### config.mk
export PLATFORM = sky130hd
export DESIGN_NAME = sie_sequencer
export DESIGN_NICKNAME = d
export VERILOG_FILES = /design/src/rtl/sie_sequencer.sv
export SDC_FILE = /design/constraint.sdc
export NUM_CORES = 1
export LEC_CHECK = 0
export BUFFER_PORTS_ARGS = -buffer_cell sky130_fd_sc_hd__buf_2
export CORE_MARGIN = 2
export CORE_UTILIZATION = 56
export CTS_CLUSTER_DIAMETER = 200
export DETAILED_ROUTE_END_ITERATION = 7
export GPL_ROUTABILITY_DRIVEN = 0
export PLACE_DENSITY = 0.92
export REMOVE_ABC_BUFFERS = 1
export SYNTH_ARGS = -nofsm -noshare
export SYNTH_HDL_FRONTEND = slang
export SYNTH_SLANG_ARGS = --single-unit
### constraint.sdc
create_clock -name clk -period 9.6 [get_ports clk]
set_input_delay 1.44 -clock clk [delete_from_list [all_inputs] [get_ports clk]]
set_output_delay 1.44 -clock clk [all_outputs]
set_load 0.05 [all_outputs]
### src/rtl/sie_sequencer.sv
// Schumann Ignition Event phase sequencer: runs one COHERENCE..DECAY event plus
// a refractory period per accepted trigger and drives the Q14 coupling gain.
module sie_sequencer #(
    parameter int WIDTH = 18,
    parameter int FRAC  = 14
) (
    input  logic                    clk,
    input  logic                    rst,
    input  logic                    clk_en,
    input  logic                    trigger,
    input  logic                    abort,
    input  logic [15:0]             dur_p2,
    input  logic [15:0]             dur_p3,
    input  logic [15:0]             dur_p4,
    input  logic [15:0]             dur_p5,
    input  logic [15:0]             dur_p6,
    input  logic [15:0]             dur_refr,
    output logic [2:0]              sie_phase,
    output logic                    sie_active,
    output logic                    sie_refractory,
    output logic                    ignition_pulse,
    output logic                    event_done,
    output logic [15:0]             phase_elapsed,
    output logic [15:0]             event_count,
    output logic [7:0]              rejected_count,
    output logic signed [WIDTH-1:0] sie_gain
);
    typedef enum logic [2:0] {
        S_IDLE = 3'd1, S_COH = 3'd2, S_IGN = 3'd3, S_PLAT = 3'd4,
        S_PROP = 3'd5, S_DEC = 3'd6, S_REFR = 3'd7
    } state_t;

    localparam int ONE = 1 << FRAC;

    state_t        state, state_nx;
    logic [15:0]   elapsed_nx;
    logic [5:0][15:0] dur_q;
    logic [15:0]   cur_dur, dur_eff;
    logic          expire, latch, pulse_nx, done_nx, ev_inc, rej_inc;

    function automatic logic signed [WIDTH-1:0] gain_of(input state_t s);
        case (s)
            S_COH, S_DEC:   gain_of = WIDTH'(ONE / 4);
            S_IGN, S_PLAT:  gain_of = WIDTH'(ONE);
            S_PROP:         gain_of = WIDTH'((ONE * 3) / 4);
            default:        gain_of = '0;
        endcase
    endfunction

    always_comb begin
        case (state)
            S_COH:   cur_dur = dur_q[0];
            S_IGN:   cur_dur = dur_q[1];
            S_PLAT:  cur_dur = dur_q[2];
            S_PROP:  cur_dur = dur_q[3];
            S_DEC:   cur_dur = dur_q[4];
            S_REFR:  cur_dur = dur_q[5];
            default: cur_dur = 16'd1;
        endcase
    end

    // A zero duration still occupies one tick.
    assign dur_eff = (cur_dur == 16'd0) ? 16'd1 : cur_dur;
    assign expire  = (phase_elapsed == dur_eff - 16'd1);

    always_comb begin
        state_nx   = state;
        elapsed_nx = phase_elapsed;
        latch      = 1'b0;
        pulse_nx   = 1'b0;
        done_nx    = 1'b0;
        ev_inc     = 1'b0;
        rej_inc    = 1'b0;
        if (clk_en) begin
            case (state)
                S_IDLE: begin
                    if (trigger) begin
                        state_nx   = S_COH;
                        elapsed_nx = 16'd0;
                        latch      = 1'b1;
                    end
                end
                S_REFR: begin
                    rej_inc = trigger;
                    if (expire) begin
                        state_nx   = S_IDLE;
                        elapsed_nx = 16'd0;
                    end else begin
                        elapsed_nx = phase_elapsed + 16'd1;
                    end
                end
                default: begin
                    rej_inc = trigger;
                    if (abort) begin
                        state_nx   = S_REFR;
                        elapsed_nx = 16'd0;
                        done_nx    = 1'b1;
                        ev_inc     = 1'b1;
                    end else if (expire) begin
                        state_nx   = state_t'(state + 3'd1);
                        elapsed_nx = 16'd0;
                        pulse_nx   = (state == S_COH);
                        done_nx    = (state == S_DEC);
                        ev_inc     = (state == S_DEC);
                    end else begin
                        elapsed_nx = phase_elapsed + 16'd1;
                    end
                end
            endcase
        end
    end

    always_ff @(posedge clk or posedge rst) begin
        if (rst) begin
            state          <= S_IDLE;
            phase_elapsed  <= 16'd0;
            dur_q          <= '0;
            ignition_pulse <= 1'b0;
            event_done     <= 1'b0;
            event_count    <= 16'd0;
            rejected_count <= 8'd0;
            sie_gain       <= '0;
            sie_active     <= 1'b0;
            sie_refractory <= 1'b0;
        end else begin
            state          <= state_nx;
            phase_elapsed  <= elapsed_nx;
            ignition_pulse <= pulse_nx;
            event_done     <= done_nx;
            sie_gain       <= gain_of(state_nx);
            sie_active     <= (state_nx != S_IDLE) && (state_nx != S_REFR);
            sie_refractory <= (state_nx == S_REFR);
            if (latch)
                dur_q <= {dur_refr, dur_p6, dur_p5, dur_p4, dur_p3, dur_p2};
            if (ev_inc)
                event_count <= event_count + 16'd1;
            if (rej_inc && rejected_count != 8'd255)
                rejected_count <= rejected_count + 8'd1;
        end
    end

    assign sie_phase = state;
endmodule
==> results.toml <==
[outcome]
status = "complete, no violations"

[final_layout]
final_area_um2 = 9545
fin_cells = 1099
utilization = 0.6643
layout_common_cells = "buf_2 (150), dfrtp_1 (145), mux2_2 (99), nand2_1 (46), nand3_1 (45)"
nets = 1015
final_common_cell = "buf_2"
drive_above_1_share = 0.3235
antennaDiodeCount = 0
syn2layout_area_growth_pct = 16.88
multi_input_area_um2 = 4172
fill_cells = 1051
ff_latch_area_um2 = 3655

[floorplanning]
die-area_um2 = 15570
die_x_um = 124.8
core_area_um2 = 14370
rows = 44
start_util = 0.5684
die-height_um = 124.8
num_io_pins = 166

[placed_design]
pre_cts_ws_ps = 2514
dp_hpwl_mm = 14.94
place_area_um2 = 8917
portBuffers = 150
dpl.cell_count = 1067

[detailed_routing]
wire_per_inst_um = 19.95
via_count = 7090
routed_wl_mm = 21.92
drt-initial-drc-count = 815
drc_errors = 0
via_per_inst = 6.451
drt_first_pass_iters = 7
ant_nets = 0

[cts]
hold_buffers = 0
htreeDepth = 4
cts_tree = "done"
clkTransAtPathRegs_ps = 60
cts_buffers = 17
clock_latency_ps = 430
cts_root_buffer = "clkbuf_16"
clock-sinks = 146
clock_path_buffers = 2
cts_resized = 0
cts_setup_buffers = 0

[grt]
grt_max_degree = 84
grt_pass1_wl_mm = 35.67
antenna_found_initial = 0
grt_pass1_vias = 6999
overflow = 0
gr-usage-all-layers = 0.2825

[sta]
worst_pin_slew_ps = 998.9
drv_slew = 0
fin_tns_setup_ps = 0
setup_violations = 0
fin_crit_ps = 7369
worst_slack_ps = 2231
slew_headroom = 0.3340
whs_ps = 480.0
fmax_ghz = 0.1357
rsz0062_at_grt = "false"
fin_crit_sh = 0.7676
finClkSkew_ps = 8.809
finalHoldViolCount = 0

[logic_synthesis]
synthSimpleGateAreaFrac = 0.1521
syn_area_per_cell_um2 = 10.50
synth_xor_area_frac = 0.03754
synth_fa_ha_area_frac = 0.01839
synth_flop_cell = "dfrtp_1"
yosysWarnings = 0
synth-compound-area-share = 0.1517
async_flop_share = 1.000
synthMuxAreaShare = 0.1426
synthCells = 778
synth_area_um2 = 8167
synth_edf_count = 0
synth_seq_cells = 146
synth_top_family_by_area = "simple AND/OR/NAND/NOR gates"
synth_cell_types = 73
synth_seq_area_share = 0.4475

[critical_path]
startpoint_type = "flop"
worstSetupPathType = "flop to flop"
worst_setup_path_end_kind = "flop"
cp-startpoint = "sie_phase[0]"
r2r-end = "sie_gain[12]"
crit_arrival_ps = 7700
rr_startpoint = "sie_phase[0]"
r2r_setup_slack_ps = 2230
crit_end = "sie_gain[12]"
reg2reg_depth = 21
worst-endpoint-required_ps = 9940
path_max_fanout = 20

[run]
cap_violations = 0

[power]
power_density_nw_per_um2 = 354.0
leakage_nw = 4.559
total_power_mw = 3.379
vdd_drop_max_mv = 0.1845

[min_path]
holdCritStartpoint = "event_count[15]"
hold_class = "flop to flop"
## area by class of cell
type | count | share of cell area
Timing Repair Buffer | 155 | 0.08258
Clock buffer | 20 | 0.04680
Multi-Input combinational cell | 564 | 0.4370
Clock inverter | 12 | 0.01901
Tap cell | 184 | 0.02412
Inverter | 18 | 0.007603
Sequential cell | 146 | 0.3829
## cells in the mapped netlist (13+ instances only)
master,number,area (µm²)
dfrtp_1,145,3628
mux2_2,99,1115
nand2_1,46,172.7
nand3_1,46,230.2
nor2_1,38,142.6
clkbuf_1,32,120.1
xnor2_1,28,245.2
a22oi_1,20,150.1
o21ai_0,19,95.09
buf_4,17,127.6
inv_1,17,63.81
nor3_1,16,80.08
a21oi_1,15,75.07
nand4_1,14,87.58
nand3b_1,13,97.59
nor4_1,13,81.33
## report_power, final
part / switching [mW] / internal [mW] / leakage [nW]
Sequential: 0.128 / 0.783 / 1.95
Combinational: 1.14 / 0.626 / 2.30
Clock: 0.260 / 0.443 / 0.305
## kinds of logic after synthesis
logic type,after synthesis
adders and majority gates,12
xor gates and xnor gates,35
and+or+nand+nor,232
DFF,146
muxes,104
buffers and inverters,82
other,1
AOI/OAI and AO/OA,166
## sequential cells by signal, summed over array words and instances, names as in the netlist
name and cells:
dur_q 96, event_count 16, event_done 1, ignition_pulse 1
phase_elapsed 16, rejected_count 8, sie_active 1, sie_gain 3
sie_phase 3, sie_refractory 1
## how the worst min path moves through the flow
stage	slack [ps]	endpoint	cells after the start
2_1_floorplan	470	dur_q[7]	1
3_3_place_gp	460	event_count[15]	1
3_5_place_dp	470	event_count[15]	1
4_1_cts	480	event_count[15]	1
5_1_grt	510	rejected_count[5]	1
6_report	480	event_count[15]	1
## per-layer routing
| metal | up-vias | global-route usage | part of all wire |
|---|---|---|---|
| met3 | 110 | 0.07045 | 0.096 |
| met5 | - | 0 | 0 |
| met1 | 3382 | 0.3643 | 0.39 |
| li1 | 3139 | - | - |
| met4 | 0 | 0.1414 | 0.046 |
| met2 | 459 | 0.4449 | 0.47 |
## critical path, cell delays in order, from the launching register on
cell,delay [ps]
dfstp_2,580
ha_1,820
a22oi_1,320
o2111ai_1,700
nor3_1,180
and4_1,300
a31oi_1,240
ha_1,300
inv_1,100
o41ai_4,630
a21oi_2,70
a221o_1,380
or4_1,500
a2111o_1,400
nor4_4,340
inv_1,100
ha_1,190
o21ai_0,210
a21oi_1,100
or3_1,410
a31o_1,230
o21ai_1,150
No activity file was read; power rests on OpenSTA's default activity.
